`src/rtl/riscv_pkg.sv`:
```
// Shared constants and helpers for the RISC-V fabric blocks.
// Only generic sizing lives here; channel-specific types stay with their modules.
package riscv_pkg;

    localparam int XLEN = 32;

    // Index width for n channels; a single channel still gets one bit.
    function automatic int srcw(input int n);
        return (n > 1) ? $clog2(n) : 1;
    endfunction

endpackage

```
`src/rtl/rr_arbiter.sv`:
```
// Combinational round-robin grant: the first requester found starting at ptr wins.
// It is kept free of any handshake logic so other multi-master blocks can reuse it.
module rr_arbiter
    import riscv_pkg::*;
#(
    parameter int N  = 4,
    parameter int IW = srcw(N)
) (
    input  logic [N-1:0]  req,
    input  logic [IW-1:0] ptr,
    output logic [N-1:0]  grant,
    output logic [IW-1:0] idx
);

    logic found;

    // The first pass covers channels ptr..N-1 and the second covers 0..ptr-1, which gives the circular search order.
    always_comb begin
        grant = '0;
        idx   = '0;
        found = 1'b0;
        for (int i = 0; i < N; i++) begin
            if (!found && req[i] && (i >= int'(ptr))) begin
                found    = 1'b1;
                grant[i] = 1'b1;
                idx      = IW'(i);
            end
        end
        for (int i = 0; i < N; i++) begin
            if (!found && req[i] && (i < int'(ptr))) begin
                found    = 1'b1;
                grant[i] = 1'b1;
                idx      = IW'(i);
            end
        end
    end

endmodule

```
`src/rtl/arb_mux.sv`:
```
// N-to-1 round-robin arbitrating mux with a single full-throughput output register.
// The only state is the output beat and the round-robin pointer.
module arb_mux
    import riscv_pkg::*;
#(
    parameter  int WIDTH = XLEN,
    parameter  int N     = 4,
    localparam int SRCW  = srcw(N)
) (
    input  logic             clk,
    input  logic             reset,
    input  logic [N-1:0]     in_valid,
    input  logic [WIDTH-1:0] in_data [N],
    output logic [N-1:0]     in_ready,
    output logic             out_valid,
    output logic [WIDTH-1:0] out_data,
    output logic [SRCW-1:0]  out_src,
    input  logic             out_ready
);

    logic [SRCW-1:0] ptr;
    logic [N-1:0]    grant;
    logic [SRCW-1:0] grant_idx;
    logic            can_accept;
    logic            in_fire;
    logic [SRCW-1:0] ptr_next;

    rr_arbiter #(
        .N  (N),
        .IW (SRCW)
    ) u_arb (
        .req   (in_valid),
        .ptr   (ptr),
        .grant (grant),
        .idx   (grant_idx)
    );

    // Reset masks in_ready so that nothing is accepted in a cycle that is about to be discarded.
    always_comb begin
        can_accept = !out_valid || out_ready;
        in_ready   = (!reset && can_accept) ? grant : '0;
        in_fire    = |in_ready;
        ptr_next   = (int'(grant_idx) == N - 1) ? '0 : grant_idx + 1'b1;
    end

    // If the beat is not refilled, draining it only drops out_valid, and data and source keep their values.
    always_ff @(posedge clk) begin
        if (reset) begin
            out_valid <= 1'b0;
            out_data  <= '0;
            out_src   <= '0;
            ptr       <= '0;
        end else if (in_fire) begin
            out_valid <= 1'b1;
            out_data  <= in_data[grant_idx];
            out_src   <= grant_idx;
            ptr       <= ptr_next;
        end else if (out_ready) begin
            out_valid <= 1'b0;
        end
    end

endmodule

```
`config.mk`:
```
export PLATFORM = sky130hd
export DESIGN_NAME = arb_mux
export DESIGN_NICKNAME = d
export VERILOG_FILES = /design/src/rtl/riscv_pkg.sv /design/src/rtl/rr_arbiter.sv /design/src/rtl/arb_mux.sv
export SDC_FILE = /design/constraint.sdc
export NUM_CORES = 1
export LEC_CHECK = 0
export BUFFER_PORTS_ARGS = -buffer_cell sky130_fd_sc_hd__buf_2
export CAP_MARGIN = 20
export CELL_PAD_IN_SITES_DETAIL_PLACEMENT = 1
export CELL_PAD_IN_SITES_GLOBAL_PLACEMENT = 1
export CORE_MARGIN = 4
export CORE_UTILIZATION = 27
export DETAILED_ROUTE_END_ITERATION = 10
export HOLD_SLACK_MARGIN = 0.15
export PLACE_DENSITY = 0.77
export SYNTH_ARGS = -nofsm -noshare
export SYNTH_HDL_FRONTEND = slang
export SYNTH_HIERARCHICAL = 1
export SYNTH_SLANG_ARGS = --single-unit
```
`constraint.sdc`:
```
create_clock -name clk -period 2 [get_ports clk]
set_input_delay 0.1 -clock clk [delete_from_list [all_inputs] [get_ports clk]]
set_output_delay 0.1 -clock clk [all_outputs]
set_load 0.1 [all_outputs]
```
==> results of run 1 <==
cells by family after synthesis:
kind of cell             count (synthesis)  synth area share (%)
multiplexers                            33                  27.9
AO/OA/AOI/OAI                           55                  15.3
buffers and inverters                   39                  9.94
AND/OR/NAND/NOR                         87                  18.1
flip-flops                              37                  28.3
adder cells (fa/ha/maj)                  1                 0.478
through the flow:
stage / hold slack (ps) / worst slack, ps
floorplan: 433 / 15.7
detailed placement: 399 / -88.9
global placement: 395 / -25.4
CTS: 256 / -75.5
finish: 260 / -67.4
global route: 266 / -155
cell usage in the layout, fill, tap and decap left out, drive strengths merged, types with 2 or more instances in the layout:
cell type	synthesis	routed
a21oi	8	8
a221oi	2	2
and3	5	5
buf	22	200
clkbuf	15	9
clkinv	0	2
dfxtp	37	37
inv	2	2
mux4	32	32
nand2	34	34
nand2b	2	2
nand4	36	36
nor2	3	3
nor2b	3	3
o211ai	32	32
o21a	2	2
o21ai	2	2
o31ai	4	4
critical path: stages, from the launching register on:
cell and delay (ps):
sky130_fd_sc_hd__dfxtp_4 370, sky130_fd_sc_hd__nor2b_4 130, sky130_fd_sc_hd__o21bai_4 170, sky130_fd_sc_hd__a221oi_4 310, sky130_fd_sc_hd__buf_6 180, sky130_fd_sc_hd__buf_12 120
sky130_fd_sc_hd__mux4_2 510, sky130_fd_sc_hd__nand4_1 120, sky130_fd_sc_hd__nand2_1 60
synthesized netlist by cell type, drive strengths merged:
cell type  instances
dfxtp             37
nand4             36
nand2             34
mux4              32
o211ai            32
buf               22
clkbuf            15
a21oi              8
and3               5
o31ai              4
nor2               3
nor2b              3
a221oi             2
inv                2
nand2b             2
o21a               2
o21ai              2
a21o               1
a2bb2oi            1
and2               1
ha                 1
mux2i              1
nand3b             1
nor4               1
o21bai             1
o221a              1
o22ai              1
or4                1
sequential cells by signal, summed over array words and instances (netlist names):
signal and count:
out_data 32, out_src 2, ptr 2, out_valid 1
timing repair:
action,4_1_cts,5_1_grt
setup buffers,5,1
endpoints found under the setup margin,37,40
gates resized for setup,13,12
hold buffers,1,0
pin swaps,8,9
hold endpoints to repair,5,0
cloned,3,3
final cells by class:
cell class / instances / area, um^2 / area share (%)
Multi-Input combinational cell: 176 / 1710 / 41.8
Inverter: 2 / 7.51 / 0.184
Timing Repair Buffer: 204 / 1360 / 33.4
Tap cell: 129 / 161 / 3.95
Clock buffer: 6 / 82.6 / 2.02
Sequential cell: 37 / 748 / 18.3
Clock inverter: 2 / 13.8 / 0.337
layer usage:
metal,vias up,global-route usage [%],share of wire [%]
met4,0,4.66,1.3
met2,107,32.1,55
li1,1356,-,-
met5,-,0,0
met3,8,4.01,6.0
met1,1406,19.8,38
final timing paths:
check                              endpoint  depth (start not counted)                    start
setup / recovery  out_data[20]$_SDFFE_PP0P_                          8      ptr[1]$_SDFFE_PP0P_
hold / removal    out_data[11]$_SDFFE_PP0P_                          4              in_data[43]
setup reg to reg  out_data[20]$_SDFFE_PP0P_                          8      ptr[1]$_SDFFE_PP0P_
hold reg to reg     out_src[0]$_SDFFE_PP0P_                          2  out_src[0]$_SDFFE_PP0P_
power by group through the flow:
stage	combinational, uW	sequential, uW	clock, uW
finish	2000	906	565
global route	2110	922	618
CTS	1940	905	587
detailed placement	1840	921	0
global placement	1810	915	0
floorplan	664	1680	0
==> impl_metrics.py, run 1 <==
metrics = {
    "outcome": {
        "outcome": "finished with violations",
        "failed_checks": "setup timing",
    },
    "clock_tree": {
        "cts_made_buffers": 5,
        "max-clock-path-buffers": 2,
        "clock_insertion_delay_at_the_later_pin_of_the_skew_report_ps": 290,
        "clk_transition_reported_paths_ps": 80,
        "cts_tree": "yes",
        "htree_num_levels": 2,
        "cts_sinks": 37,
        "master_cell_of_the_clock_root_buffer": "sky130_fd_sc_hd__clkbuf_8",
    },
    "timing": {
        "tightest_slew_ps": 544,
        "post-route-period-util_pct": 103,
        "finalCriticalPeriod_ps": 2070,
        "finalSetupTns_ps": -1040,
        "grt_setup_unrepaired": "yes",
        "setup_ws_ps": -67.4,
        "setup_viol": 36,
        "slew_violations": 0,
        "fin_skew_ps": 8.14,
        "slew_margin_rel_pct": 64.0,
        "hold_violations": 0,
        "maxClockFrequency_ghz": 0.484,
    },
    "power_and_ir_drop": {
        "cell_internal_pwr_uw": 1810,
        "power.clock.fraction_pct": 16.3,
        "powerDensity_nw_per_um2": 850,
        "power.switching_uw": 1660,
        "overall_power_uw": 3470,
        "ir_worst_vdd_v": 0.000310,
        "share_seq_of_total_power_pct": 26.1,
        "swShare_pct": 47.9,
        "p_leak_uw": 0.00191,
        "pwr-share-comb_pct": 57.6,
    },
    "yosys": {
        "yosys.area.top_type": "sky130_fd_sc_hd__dfxtp_1",
        "avgSynthCellArea_um2": 10.4,
        "ys_warn_count": 6,
        "synth.ff_latch_count": 37,
        "post_synth_inst_count": 252,
        "synth.top_cells.by_area": "sky130_fd_sc_hd__dfxtp_1 (28%), sky130_fd_sc_hd__mux4_2 (28%), sky130_fd_sc_hd__o211ai_1 (9.2%), sky130_fd_sc_hd__nand4_1 (8.6%), sky130_fd_sc_hd__nand2_1 (4.9%)",
        "synth_sequential_area_ratio_pct": 28.3,
        "synthesis.area_um2": 2620,
        "synth.net_count": 388,
        "yosysTopAreaCellShare_pct": 28.3,
        "ys_types": 37,
    },
    "placement": {
        "gp_congestion": 0.765,
        "post_place_instance_area_um2": 3710,
        "numPortBuffers": 173,
        "placedCellCount": 536,
        "detailedPlacementHpwl_um": 7560,
    },
    "worst_setup_path": {
        "kind_of_start_point_of_the_critical_path": "flip-flop",
        "cp.arrival_ps": 2250,
        "setup.reg_to_reg.worst_slack_ps": -70,
        "crit_path_category": "flip-flop to flip-flop",
        "cp_max_fo": 5,
        "crit_path_end_kind": "flip-flop",
        "required_time_of_the_critical_path_ps": 2180,
    },
    "detailed_routing": {
        "drc": 0,
        "post_route_wl_um": 10100,
        "drt.antenna.violating_nets": 0,
        "dr.first_iter.drc_count": 56,
        "post_drt_wl_per_cell_um": 18.1,
        "vias": 2877,
        "dr.pass1.iters": 4,
        "avgViaCountPerCell": 5.17,
    },
    "finish": {
        "final-instance-count-excl-fill": 556,
        "postLayoutCoreUtil_pct": 43.8,
        "drive_gt1_share_pct": 61.8,
        "n_fill_cell": 1107,
        "antenna-diode-count": 0,
        "finish.net_count": 562,
        "flow.area_growth_from_synthesis_pct": 55.9,
        "design_area_um2": 4080,
    },
    "grt": {
        "vias_in_the_first_global_route": 3090,
        "grt_start_max_net_pins": 37,
        "globalRouteTotalUtil_pct": 17.3,
        "grt.overflow.total": 0,
        "wire_length_of_the_first_global_routing_pass_um": 15600,
        "grt_antenna_before_repair": 0,
    },
    "job": {
        "max_cap_viol_count": 0,
    },
    "floorplanning": {
        "die-height_um": 106,
        "die_area_um2": 11300,
        "ioPinCount": 174,
        "core_area_um2": 9330,
        "die_w_um": 106,
        "initial_util_pct": 28.1,
        "std_cell_rows": 35,
    },
    "hold_path": {
        "min-delay-path-class": "input pin to flip-flop",
    },
}
(Power assumes the default switching activity.)
==> run 2: changes to the inputs <==
--- a/config.mk
+++ b/config.mk
@@ -15,4 +15,5 @@
 export HOLD_SLACK_MARGIN = 0.15
 export PLACE_DENSITY = 0.77
+export RECOVER_POWER = 25
 export SYNTH_ARGS = -nofsm -noshare
 export SYNTH_HDL_FRONTEND = slang
==> constraint.sdc (replaced) <==
create_clock -name clk -period 2 [get_ports clk]
set_input_delay 0.4 -clock clk [delete_from_list [all_inputs] [get_ports clk]]
set_output_delay 0.4 -clock clk [all_outputs]
set_load 0.1 [all_outputs]
==> impl_metrics.py, run 2 (synthesized netlist as in run 1, its figures left out) <==
metrics = {
    "worst_setup_path": {
        "setup.reg_to_reg.worst_slack_ps": -130,
        "crit_path_end_kind": "primary output",
        "path_depth": 7,
        "startpoint": "ptr[0]$_SDFFE_PP0P_",
        "required_time_of_the_critical_path_ps": 1600,
        "kind_of_start_point_of_the_critical_path": "flip-flop",
        "critical_path.cell_chain": "buf_8, a21o_1, a21oi_2, o21a_1, buf_6, and3_4, buf_12",
        "reg2reg_to": "out_data[2]$_SDFFE_PP0P_",
        "worstPathBufferInverterCount": 3,
        "critical_path.endpoint": "in_ready[2]",
        "cp_max_fo": 7,
        "reg2regPathDepth": 8,
        "reg2reg_from": "ptr[1]$_SDFFE_PP0P_",
        "timing.critical_path.slowest_stage_cell": "sky130_fd_sc_hd__dfxtp_4",
        "path_delay_family": "compound AO/OA/AOI/OAI gates",
        "cp.arrival_ps": 1750,
        "slowest_delay_ps": 370,
        "crit_path_category": "flip-flop to primary output",
    },
    "floorplanning": {
        "std_cell_rows": 35,
        "initial_util_pct": 28.1,
        "die-height_um": 106,
        "die_area_um2": 11300,
        "core_area_um2": 9330,
        "die_w_um": 106,
        "ioPinCount": 174,
    },
    "grt": {
        "grt_antenna_before_repair": 0,
        "grt_util_met3_pct": 3.34,
        "grt.overflow.total": 0,
        "gr-usage-met2_pct": 34.8,
        "grt_start_max_net_pins": 40,
        "grt-busiest-layer": "met2",
        "met1_layer_usage_reported_by_global_route_pct": 19.9,
        "vias_in_the_first_global_route": 3254,
        "wire_length_of_the_first_global_routing_pass_um": 16200,
        "globalRouteTotalUtil_pct": 18.0,
    },
    "clock_tree": {
        "cts_made_buffers": 5,
        "max-clock-path-buffers": 2,
        "cts_tree": "yes",
        "clk_transition_reported_paths_ps": 80,
        "master_cell_of_the_clock_root_buffer": "sky130_fd_sc_hd__clkbuf_8",
        "htree_num_levels": 2,
        "clock_insertion_delay_at_the_later_pin_of_the_skew_report_ps": 290,
        "cts_sinks": 37,
    },
    "detailed_routing": {
        "post_route_wl_um": 10500,
        "avgViaCountPerCell": 5.14,
        "dr.pass1.iters": 4,
        "drc": 0,
        "dr.first_iter.drc_count": 75,
        "drt.antenna.violating_nets": 0,
        "post_drt_wl_per_cell_um": 18.4,
        "vias": 2940,
    },
    "timing": {
        "maxClockFrequency_ghz": 0.465,
        "setup_ws_ps": -150,
        "finalCriticalPeriod_ps": 2150,
        "finalSetupTns_ps": -3200,
        "slew_margin_rel_pct": 61.3,
        "slew_violations": 0,
        "post-route-period-util_pct": 108,
        "hold_violations": 0,
        "grt_setup_unrepaired": "yes",
        "fin_skew_ps": 8.29,
        "tightest_slew_ps": 580,
        "setup_viol": 39,
    },
    "outcome": {
        "failed_checks": "setup timing",
        "outcome": "finished with violations",
    },
    "finish": {
        "max_flop_register": "out_data",
        "finish.net_count": 578,
        "layout_top_registers": "out_data x32, out_src x2, ptr x2",
        "design_area_um2": 4260,
        "flow.area_growth_from_synthesis_pct": 62.6,
        "layout_common_cells": "sky130_fd_sc_hd__buf_2 (162), sky130_fd_sc_hd__nand4_1 (36), sky130_fd_sc_hd__nand2_1 (34), sky130_fd_sc_hd__dfxtp_1 (34)",
        "largest_register_ff_count": 32,
        "drive_gt1_share_pct": 65.2,
        "antenna-diode-count": 0,
        "most_common_cell_after_layout_fill_and_taps_aside": "sky130_fd_sc_hd__buf_2",
    },
    "placement": {
        "gp_congestion": 0.741,
        "numPortBuffers": 173,
        "detailedPlacementHpwl_um": 7660,
        "post_place_instance_area_um2": 3730,
    },
    "job": {
        "max_cap_viol_count": 0,
    },
    "power_and_ir_drop": {
        "ir_worst_vdd_v": 0.000290,
        "p_leak_uw": 0.00199,
        "powerDensity_nw_per_um2": 821,
    },
    "hold_path": {
        "min-delay-path-class": "input pin to flip-flop",
    },
}
[run 2: changes by cell type in the layout (fill, tap and decap cells not counted), sizes merged]
| cell | change |
|---|---|
| buf | +10 |
| clkbuf | +6 |
| dlygate4sd3 | -1 |
| clkinvlp | +1 |
[run 2: worst min path at each step]
stage,from,to,slack [ps],depth (start not counted)
5_1_grt,reset,out_src[1]$_SDFFE_PP0P_,470,2
3_5_place_dp,out_src[0]$_SDFFE_PP0P_,out_src[0]$_SDFFE_PP0P_,480,2
6_report,reset,out_src[1]$_SDFFE_PP0P_,470,2
3_3_place_gp,out_src[0]$_SDFFE_PP0P_,out_src[0]$_SDFFE_PP0P_,450,2
4_1_cts,reset,ptr[1]$_SDFFE_PP0P_,390,2
2_1_floorplan,ptr[0]$_SDFFE_PP0P_,ptr[0]$_SDFFE_PP0P_,460,2
[run 2: cell type report]
class	instances	area, um^2
Inverter	2	7.51
Fill cell	1095	5070
Timing Repair Buffer	220	1480
Clock buffer	5	68.8
Multi-Input combinational cell	176	1770
Clock inverter	3	17.5
Sequential cell	37	749
Tap cell	129	161
[run 2: routing by layer]
layer  vias to the layer above  wire (um)
li1                       1385          -
met1                      1431       3990
met2                       111       5830
met3                        13        558
met4                         0        149
met5                         -          0
[run 2: metrics by stage]
| stage | setup WS [ps] | instances | hold WS (ps) | utilization (%) | total power (uW) |
|---|---|---|---|---|---|
| after floorplan | -1.28 | 252 | 458 | - | 2350 |
| after global placement | -78.0 | 540 | 454 | 40.0 | 2720 |
| after detailed placement | -137 | 540 | 475 | 40.0 | 2760 |
| after CTS | -157 | 562 | 390 | 43.7 | 3440 |
| after global routing | -220 | 572 | 467 | 45.7 | 3680 |
| final | -150 | 572 | 465 | 45.7 | 3500 |
[run 2: repair_timing]
| action | in CTS | in global routing |
|---|---|---|
| gates resized for setup | 22 | 25 |
| setup buffers | 10 | 9 |
| endpoints found under the setup margin | 40 | 41 |
| pin swaps | 5 | 19 |
| hold buffers | 0 | 0 |
| gates cloned | 4 | 3 |
[run 2: power by group]
group | switching, uW | internal, uW | leakage [uW] | total (uW)
Combinational | 1350 | 720 | 0.00164 | 2070
Clock | 278 | 241 | 0.0000439 | 518
Sequential | 63.0 | 849 | 0.000307 | 912
==> run 3: changes to the inputs <==
Settings changed: SETUP_SLACK_MARGIN from default to 0.3.
==> impl_metrics.py, run 3 (synthesized netlist as in run 1, its figures left out) <==
metrics = {
    "power_and_ir_drop": {
        "ir_worst_vdd_v": 0.000287,
        "p_leak_uw": 0.00193,
        "powerDensity_nw_per_um2": 829,
    },
    "timing": {
        "setup_viol": 39,
        "tightest_slew_ps": 555,
        "hold_violations": 0,
        "setup_ws_ps": -98.8,
        "maxClockFrequency_ghz": 0.476,
        "finalCriticalPeriod_ps": 2100,
        "fin_skew_ps": 3.83,
        "timing.hold.ws_ps": 414,
        "slew_margin_rel_pct": 63.2,
        "grt_setup_unrepaired": "yes",
        "slew_violations": 0,
        "post-route-period-util_pct": 105,
    },
    "floorplanning": {
        "initial_util_pct": 28.1,
        "ioPinCount": 174,
        "std_cell_rows": 35,
        "core_area_um2": 9330,
        "die-height_um": 106,
        "die_area_um2": 11300,
        "die_w_um": 106,
    },
    "grt": {
        "gr-usage-met2_pct": 32.8,
        "grt.overflow.total": 0,
        "grt-busiest-layer": "met2",
        "grt_start_max_net_pins": 38,
        "wire_length_of_the_first_global_routing_pass_um": 16300,
        "globalRouteTotalUtil_pct": 18.0,
        "grt_util_met3_pct": 3.76,
        "met1_layer_usage_reported_by_global_route_pct": 21.1,
        "grt_antenna_before_repair": 0,
        "vias_in_the_first_global_route": 3210,
    },
    "placement": {
        "placement.setup.worst_slack_ps": -122,
        "gp_congestion": 0.726,
        "numPortBuffers": 173,
        "detailedPlacementHpwl_um": 7460,
        "post_place_instance_area_um2": 3740,
        "placedCellCount": 541,
    },
    "hold_path": {
        "min-delay-path-class": "input pin to flip-flop",
        "hold_path_startpoint": "reset",
        "worst_hold_end": "ptr[0]$_SDFFE_PP0P_",
        "hold_depth": 2,
    },
    "clock_tree": {
        "htree_num_levels": 2,
        "clock_insertion_delay_at_the_later_pin_of_the_skew_report_ps": 280,
        "max-clock-path-buffers": 2,
        "post_cts_hold_buffer_count": 0,
        "cts_tree": "yes",
        "clk_transition_reported_paths_ps": 70,
        "master_cell_of_the_clock_root_buffer": "sky130_fd_sc_hd__clkbuf_8",
        "cts_made_buffers": 5,
        "cts_sinks": 37,
    },
    "worst_setup_path": {
        "timing.critical_path.slowest_stage_cell": "sky130_fd_sc_hd__dfxtp_4",
        "setup.reg_to_reg.worst_slack_ps": -100,
        "startpoint": "ptr[1]$_SDFFE_PP0P_",
        "slowest_delay_ps": 360,
        "kind_of_start_point_of_the_critical_path": "flip-flop",
        "critical_path.cell_chain": "buf_6, nand2b_4, a21oi_2, o21a_1, buf_6, and3_4, buf_12",
        "reg2regPathDepth": 9,
        "cell_with_the_most_instances_on_the_worst_path": "sky130_fd_sc_hd__buf_6",
        "cp_max_fo": 7,
        "cp.arrival_ps": 1700,
        "required_time_of_the_critical_path_ps": 1600,
        "crit_path_category": "flip-flop to primary output",
        "crit_path_end_kind": "primary output",
        "reg2reg_to": "out_data[25]$_SDFFE_PP0P_",
        "reg2reg_from": "ptr[1]$_SDFFE_PP0P_",
    },
    "finish": {
        "flow.area_growth_from_synthesis_pct": 57.2,
        "most_common_cell_after_layout_fill_and_taps_aside": "sky130_fd_sc_hd__buf_2",
        "layout_common_cells": "sky130_fd_sc_hd__buf_2 (160), sky130_fd_sc_hd__nand4_1 (36), sky130_fd_sc_hd__nand2_1 (34), sky130_fd_sc_hd__dfxtp_1 (34)",
        "final-instance-count-excl-fill": 565,
        "layout_top_registers": "out_data x32, out_src x2, ptr x2",
        "design_area_um2": 4120,
        "finish.net_count": 571,
        "drive_gt1_share_pct": 64.0,
        "antenna-diode-count": 0,
        "largest_register_ff_count": 32,
        "n_fill_cell": 1126,
        "postLayoutCoreUtil_pct": 44.1,
        "max_flop_register": "out_data",
    },
    "detailed_routing": {
        "drt.antenna.violating_nets": 0,
        "avgViaCountPerCell": 5.19,
        "dr.pass1.iters": 4,
        "post_route_wl_um": 10300,
        "dr.first_iter.drc_count": 122,
        "post_drt_wl_per_cell_um": 18.2,
        "vias": 2930,
        "drc": 0,
    },
    "outcome": {
        "outcome": "finished with violations",
        "failed_checks": "setup timing",
    },
    "job": {
        "max_cap_viol_count": 0,
    },
}
==> run 3: changes by cell type in the layout (fill, tap and decap cells not counted), sizes merged <==
cell	delta
buf	-6
clkinvlp	-1
==> run 3: layout make-up <==
cell class                      count  area [um^2]  area share, %
Timing Repair Buffer              213         1380           33.5
Multi-Input combinational cell    176         1730           42.1
Tap cell                          129          161           3.92
Clock buffer                        6         72.6           1.76
Clock inverter                      2         10.0          0.243
Inverter                            2         10.0          0.243
Sequential cell                    37          752           18.3
==> run 3: worst max-delay path, delay by kind of cell (launching register included) <==
kind / cells / cell delay, ps
AOI/OAI and AO/OA: 2 / 310
and+or+nand+nor: 2 / 330
buffers and inverters: 3 / 420
DFF: 1 / 360
==> run 3: how the worst max path moves through the flow <==
stage,end,slack (ps),cells after the start
after floorplan,out_data[0]$_SDFFE_PP0P_,30,8
after global placement,out_data[3]$_SDFFE_PP0P_,-60,7
after detailed placement,out_data[25]$_SDFFE_PP0P_,-120,7
after CTS,out_data[25]$_SDFFE_PP0P_,-80,9
after global routing,out_data[25]$_SDFFE_PP0P_,-200,9
final,in_ready[2],-100,7
==> run 3: where the power goes <==
part	leakage, uW	internal (uW)	total [uW]	switching (uW)
logic	0.00158	670	1990	1320
registers	0.000307	849	911	61.9
clock network	0.0000450	242	508	266
==> run 3: repair_timing <==
item / in CTS / in global routing
gates cloned: 3 / 0
pin swaps: 12 / 7
endpoints found under the setup margin: 41 / 41
gates resized for setup: 30 / 5
setup buffers: 12 / 1
==> run 3: per-stage QoR <==
stage	total power, uW	TNS, ps
floorplan	2360	0
global placement	2730	-999
detailed placement	2770	-3050
CTS	3450	-2290
global route	3600	-6400
finish	3410	-2980
==> run 3: routing by layer <==
layer	routed length [um]	up-vias
met3	697	15
met2	5430	117
met1	3970	1430
li1	-	1368
met5	0	-
met4	202	0
